**src/rtl/rx_jitter_buffer.sv**
```systemverilog
// Receive playout buffer: prefills a circular sample store, then feeds one sample per DAC transfer.
// Optional JITTER_HOLD_LAST_EN repeats the last popped sample on underrun instead of silence.
module rx_jitter_buffer #(
  parameter int DEPTH   = 64,
  parameter int PREFILL = 16
) (
  input  logic                     clk,
  input  logic                     rst,
  input  logic                     flush,
  input  logic [15:0]              wr_data,
  input  logic                     wr_valid,
  input  logic                     dac_ready,
  output logic [15:0]              dac_data,
  output logic                     dac_valid,
  output logic [$clog2(DEPTH):0]   level,
  output logic                     playing,
  output logic                     overflow,
  output logic [15:0]              underrun_cnt,
  output logic [15:0]              overflow_cnt
);

  localparam int AW = $clog2(DEPTH);
  localparam int CW = AW + 1;
  localparam logic [CW-1:0] DEPTH_C   = CW'(DEPTH);
  localparam logic [CW-1:0] PREFILL_C = CW'(PREFILL);
  localparam logic [CW-1:0] CNT_ONE   = {{AW{1'b0}}, 1'b1};
  localparam logic [AW-1:0] PTR_ONE   = {{(AW-1){1'b0}}, 1'b1};

  typedef enum logic [1:0] {
    ST_IDLE    = 2'd0,
    ST_PREFILL = 2'd1,
    ST_PLAY    = 2'd2
  } state_t;

  state_t          state_r, state_next_s;
  logic [15:0]     mem_r [DEPTH];
  logic [AW-1:0]   wr_ptr_r, rd_ptr_r;
  logic [CW-1:0]   count_r, count_next_s;
  logic [15:0]     dac_data_r, underrun_cnt_r, overflow_cnt_r, fill_s;
  logic            dac_valid_r, playing_r, overflow_r;
  logic            transfer_s, pop_s, underrun_s, accept_s, drop_s;

  function automatic logic [15:0] sat_inc(input logic [15:0] v);
    if (v == 16'hFFFF) sat_inc = v;
    else               sat_inc = v + 16'd1;
  endfunction

  assign transfer_s = dac_valid_r && dac_ready;
  assign pop_s      = transfer_s && (state_r == ST_PLAY) && (count_r != {CW{1'b0}});
  assign underrun_s = transfer_s && (state_r == ST_PLAY) && (count_r == {CW{1'b0}});
  // A pop on the same edge frees the slot, so a full buffer can still take a write.
  assign accept_s   = wr_valid && ((count_r != DEPTH_C) || pop_s);
  assign drop_s     = wr_valid && !accept_s;

`ifdef JITTER_HOLD_LAST_EN
  logic [15:0] held_r;
  assign fill_s = held_r;

  // Last popped sample, replayed on underrun.
  always_ff @(posedge clk) begin
    if (rst || flush) held_r <= 16'h0000;
    else if (pop_s)   held_r <= mem_r[rd_ptr_r];
    else              held_r <= held_r;
  end
`else
  assign fill_s = 16'h0000;
`endif

  // Post-update occupancy.
  always_comb begin
    count_next_s = count_r;
    if (accept_s && !pop_s)      count_next_s = count_r + CNT_ONE;
    else if (!accept_s && pop_s) count_next_s = count_r - CNT_ONE;
    else                         count_next_s = count_r;
  end

  // Playback state transitions; flush overrides everything.
  always_comb begin
    state_next_s = state_r;
    if (flush) begin
      state_next_s = ST_IDLE;
    end else begin
      case (state_r)
        ST_IDLE: begin
          if (accept_s) state_next_s = (count_next_s >= PREFILL_C) ? ST_PLAY : ST_PREFILL;
          else          state_next_s = ST_IDLE;
        end
        ST_PREFILL: begin
          if (count_next_s >= PREFILL_C) state_next_s = ST_PLAY;
          else                           state_next_s = ST_PREFILL;
        end
        ST_PLAY: begin
          if (underrun_s) state_next_s = ST_PREFILL;
          else            state_next_s = ST_PLAY;
        end
        default: state_next_s = ST_IDLE;
      endcase
    end
  end

  // Sample storage; never written on a flush or reset edge.
  always_ff @(posedge clk) begin
    if (!rst && !flush && accept_s) mem_r[wr_ptr_r] <= wr_data;
  end

  // Pointers, count, prefetch register, status and diagnostic counters.
  always_ff @(posedge clk) begin
    if (rst) begin
      state_r        <= ST_IDLE;
      wr_ptr_r       <= {AW{1'b0}};
      rd_ptr_r       <= {AW{1'b0}};
      count_r        <= {CW{1'b0}};
      dac_data_r     <= 16'h0000;
      dac_valid_r    <= 1'b0;
      playing_r      <= 1'b0;
      overflow_r     <= 1'b0;
      underrun_cnt_r <= 16'h0000;
      overflow_cnt_r <= 16'h0000;
    end else begin
      state_r     <= state_next_s;
      playing_r   <= (state_next_s == ST_PLAY);
      dac_valid_r <= 1'b1;
      overflow_r  <= drop_s && !flush;
      if (flush) begin
        wr_ptr_r   <= {AW{1'b0}};
        rd_ptr_r   <= {AW{1'b0}};
        count_r    <= {CW{1'b0}};
        dac_data_r <= 16'h0000;
      end else begin
        count_r <= count_next_s;
        if (accept_s)   wr_ptr_r <= wr_ptr_r + PTR_ONE;
        if (pop_s)      rd_ptr_r <= rd_ptr_r + PTR_ONE;
        if (transfer_s) dac_data_r <= pop_s ? mem_r[rd_ptr_r] : fill_s;
        if (underrun_s) underrun_cnt_r <= sat_inc(underrun_cnt_r);
        if (drop_s)     overflow_cnt_r <= sat_inc(overflow_cnt_r);
      end
    end
  end

  assign dac_data     = dac_data_r;
  assign dac_valid    = dac_valid_r;
  assign level        = count_r;
  assign playing      = playing_r;
  assign overflow     = overflow_r;
  assign underrun_cnt = underrun_cnt_r;
  assign overflow_cnt = overflow_cnt_r;

endmodule
```
**config.mk**
```make
export PLATFORM = sky130hd
export DESIGN_NAME = rx_jitter_buffer
export DESIGN_NICKNAME = d
export VERILOG_FILES = /design/src/rtl/rx_jitter_buffer.sv
export SDC_FILE = /design/constraint.sdc
export NUM_CORES = 1
export LEC_CHECK = 0
export BUFFER_PORTS_ARGS = -buffer_cell sky130_fd_sc_hd__clkbuf_2
export CAP_MARGIN = 20
export CORE_UTILIZATION = 35
export CTS_CLUSTER_SIZE = 24
export DETAILED_ROUTE_END_ITERATION = 10
export GPL_ROUTABILITY_DRIVEN = 0
export SLEW_MARGIN = 20
export SYNTH_ARGS = -nofsm -noshare
export SYNTH_HDL_FRONTEND = slang
export SYNTH_SLANG_ARGS = --single-unit
```
**constraint.sdc**
```tcl
create_clock -name clk -period 5.7 [get_ports clk]
set_input_delay 1.14 -clock clk [delete_from_list [all_inputs] [get_ports clk]]
set_output_delay 1.14 -clock clk [all_outputs]
set_load 0.05 [all_outputs]
```
==> summary.txt <==
Place
  – Hpwl dp: 64100 um
  – Port Buffer Count: 78

Synth
  – Cells after synthesis: 2073
  – Warnings from Yosys: 0
  – Number of synthesized register bits: 1102
  – Most area-hungry cell type in the Yosys netlist: sky130_fd_sc_hd__edfxtp_1
  – Synthesized netlist net count: 2101
  – Number of distinct library cells after synthesis: 60
  – Post-synth EDFFs: 1024
  – Most used flip-flop cell after synthesis: sky130_fd_sc_hd__edfxtp_1
  – Biggest area contributors in the synthesized netlist: sky130_fd_sc_hd__edfxtp_1 73%, sky130_fd_sc_hd__mux4_2 14%, sky130_fd_sc_hd__dfxtp_1 3.7%
  – Combined area of all synthesized cells: 42200 um^2
  – Mean Syn Cell Area: 20.4 um^2
  – Async SR Flop Fraction: 0%
  – Fraction of the yosys area taken by sequential cells: 76.5%
  – Top cell type's share of synthesized area: 72.8%

Clock network
  – Total clock buffers created by CTS: 110
  – Count of hold buffers inserted by post-cts repair: 0
  – Number of H-tree branching levels: 3
  – Post-CTS setup repair buffer count: 0
  – Clock tree from TritonCTS: yes
  – Sink Count: 1102
  – Clk slew on worst S/H paths: 0.06 ns
  – Clock Tree Root: sky130_fd_sc_hd__clkbuf_16
  – Clock insertion delay at the later pin of the skew report: 0.71 ns
  – Resize count post-CTS: 0
  – Max clock buf depth: 3

Critical path
  – Worst reg-to-reg path cell count: 8
  – Register-to-Register Setup Slack: 1.97 ns
  – WP data arrival: 4.32 ns
  – Critical Path Fanout Max: 46
  – Nature of the critical path endpoint: flop
  – Crit path kind: flop to flop
  – Crit start category: flop
  – Data required time at the worst endpoint: 6.29 ns

STA
  – Final critical-path required period: 3.73 ns
  – Total count of hold-check failures in the final report: 0
  – Fin Clk Skew: 0.0438 ns
  – Max-Slew Margin vs Limit: 16.0%
  – Finish-stage setup viols: 0
  – Worst Tran Pin Value: 1.26 ns
  – Maximum clock rate: 268 MHz
  – Setup TNS: 0 ns
  – Final Max Tran Viols: 0
  – RSZ-0062 raised after global routing: no
  – Crit share post-route: 65.4%

Final layout
  – Filler Cells Inserted: 10546
  – Post-layout util: 40.7%
  – Most frequent cells in the layout: 1024 x sky130_fd_sc_hd__edfxtp_1, 256 x sky130_fd_sc_hd__mux4_2, 120 x sky130_fd_sc_hd__nor2_1
  – Nets: 2299
  – Most common cell after layout, fill and taps aside: sky130_fd_sc_hd__edfxtp_1
  – Proportion of layout cells with a drive suffix above 1: 26.6%
  – Post-synthesis to final-layout area growth: 15.4%
  – Ant diodes: 0

Routing
  – Detail Route Antenna Nets: 0
  – Wire length after detailed routing: 107000 um
  – First-iteration detailed-routing DRC count: 2665
  – Number of remaining DRC errors: 0
  – First-pass iteration count of the detailed router: 7
  – Via/cell ratio: 5.39
  – Count of vias placed by the detailed router: 21419
  – Average wire per standard cell: 26.9 um

Power and ir drop
  – Power per standard cell area: 330 nW/um^2
  – Peak supply drop: 253 uV
  – Leakage component of the power: 14.9 nW

Floorplan
  – Area of the core region: 120000 um^2
  – Height of the die: 349 um
  – I/O pin count: 79
  – Site Rows: 127
  – Initial Utilization: 35.3%
  – Die width: 349 um
  – DIE AREA: 122000 um^2

Status
  – Result of the run: complete, no violations

Worst hold path
  – Number of cells traversed by the worst hold path: 2
  – Hold WC Path Type: flop to flop

GRT
  – Wire length of the first global-routing pass: 154000 um
  – Global routing usage on met3: 3.14%
  – Met2 Resource Use GR: 28.5%
  – Vias in the first global route: 21842
  – Total congestion overflow: 0
  – Global routing usage summed across all routing layers: 17.5%
  – Number of antenna violations at the first check in global routing: 4
  – Maximum number of pins on one net before global-route repair: 85
  – Most Used Layer, Global Route: met2
  – Met1 Resource Use GR: 23.8%

Job
  – Number of violations of the max-capacitance limit: 0
## per-layer routing
layer | up-vias | routed length [um]
met5 | - | 0
met4 | 0 | 2800
met3 | 158 | 8160
met2 | 883 | 52000
met1 | 11351 | 44100
li1 | 9027 | -
## flip-flops by register name, summed over array words and instances (netlist names), named ones only
signal,count
dac_data,16
dac_valid,1
level,7
mem_r,1024
overflow,1
overflow_cnt,16
playing,1
rd_ptr_r,6
state_r,2
underrun_cnt,16
wr_ptr_r,6
## power by group
part | total (mW) | internal, mW | switching (mW)
combinational | 0.222 | 0.0298 | 0.192
sequential | 8.84 | 8.84 | 0.00471
clock | 7.05 | 4.00 | 3.05
## Yosys cell counts (3+ instances only)
library cell                number
sky130_fd_sc_hd__a21oi_1        43
sky130_fd_sc_hd__nor3_1         16
sky130_fd_sc_hd__dfxtp_1        78
sky130_fd_sc_hd__nand4b_1        3
sky130_fd_sc_hd__nand2b_1        6
sky130_fd_sc_hd__mux2i_1        30
sky130_fd_sc_hd__a221o_1         6
sky130_fd_sc_hd__or4_1           3
sky130_fd_sc_hd__a31oi_1         3
sky130_fd_sc_hd__xor2_1         24
sky130_fd_sc_hd__o211ai_1        3
sky130_fd_sc_hd__a2111oi_0       9
sky130_fd_sc_hd__nand2_1        52
sky130_fd_sc_hd__mux4_2        256
sky130_fd_sc_hd__a22oi_1        50
sky130_fd_sc_hd__clkbuf_1       60
sky130_fd_sc_hd__o21ai_0        23
sky130_fd_sc_hd__or3_1          13
sky130_fd_sc_hd__inv_1           8
sky130_fd_sc_hd__nand4_1        11
sky130_fd_sc_hd__and3_1          8
sky130_fd_sc_hd__buf_2          15
sky130_fd_sc_hd__a211oi_1       19
sky130_fd_sc_hd__ha_1            7
sky130_fd_sc_hd__nor2b_1        25
sky130_fd_sc_hd__o22ai_1        24
sky130_fd_sc_hd__nand3_1        25
sky130_fd_sc_hd__buf_1          29
sky130_fd_sc_hd__and2_1          6
sky130_fd_sc_hd__nor2_1        122
sky130_fd_sc_hd__nor4_1          8
sky130_fd_sc_hd__and4_1          3
sky130_fd_sc_hd__xnor2_1        13
sky130_fd_sc_hd__edfxtp_1     1024
sky130_fd_sc_hd__a221oi_1       10
sky130_fd_sc_hd__a22o_1          6
## worst paths after layout
path,start,to
worst max-delay path,flop,dac_data[1]
worst min-delay path,rd_ptr_r[1],flop
worst min register to register,rd_ptr_r[1],flop
worst max register to register,flop,dac_data[1]
## final cells by class
cell class                      count  area [um^2]  share of cell area, %
Clock buffer                      136         2910                   5.97
Multi-Input combinational cell    857         9500                   19.5
Clock inverter                     67          613                   1.26
Timing Repair Buffer              192         1360                   2.80
Tap cell                         1612         2020                   4.14
Inverter                            8         30.0                 0.0616
Sequential cell                  1102        32300                   66.3
## metrics by stage
stage | cell area, um^2 | total power, mW | instances | hold WS (ns) | worst slack (ns)
6_report | 48800 | 16.1 | 3974 | 0.498 | 1.97
5_1_grt | 48800 | 16.5 | 3974 | 0.514 | 1.86
4_1_cts | 48700 | 16.2 | 3972 | 0.494 | 1.90
3_5_place_dp | 45200 | 9.24 | 3769 | 0.479 | 1.50
3_3_place_gp | 45200 | 9.23 | 3767 | 0.472 | 1.26
2_1_floorplan | 42200 | 9.05 | 2073 | 0.459 | 2.03
## critical path: stages, from the launching register on
cell and delay, ns:
sky130_fd_sc_hd__dfxtp_4 0.88, sky130_fd_sc_hd__buf_12 0.34, sky130_fd_sc_hd__buf_4 0.36, sky130_fd_sc_hd__mux4_2 0.26, sky130_fd_sc_hd__mux2i_1 0.19, sky130_fd_sc_hd__a22o_1 0.32, sky130_fd_sc_hd__nor4_1 0.92, sky130_fd_sc_hd__a21oi_1 0.08
sky130_fd_sc_hd__o21ai_0 0.13
## cell families (layout without fill, tap and decap cells)
| group | after synthesis | count (layout) | share of synthesized area, % |
|---|---|---|---|
| AND/OR/NAND/NOR | 315 | 315 | 3.63 |
| multiplexers | 286 | 286 | 14.4 |
| XOR/XNOR | 37 | 37 | 0.767 |
| flip-flops | 1102 | 1102 | 76.5 |
| buffers and inverters | 114 | 403 | 1.09 |
| AO/OA/AOI/OAI | 212 | 212 | 3.46 |
| adder cells (fa/ha/maj) | 7 | 7 | 0.207 |
No activity file was read; power rests on OpenSTA's default activity.
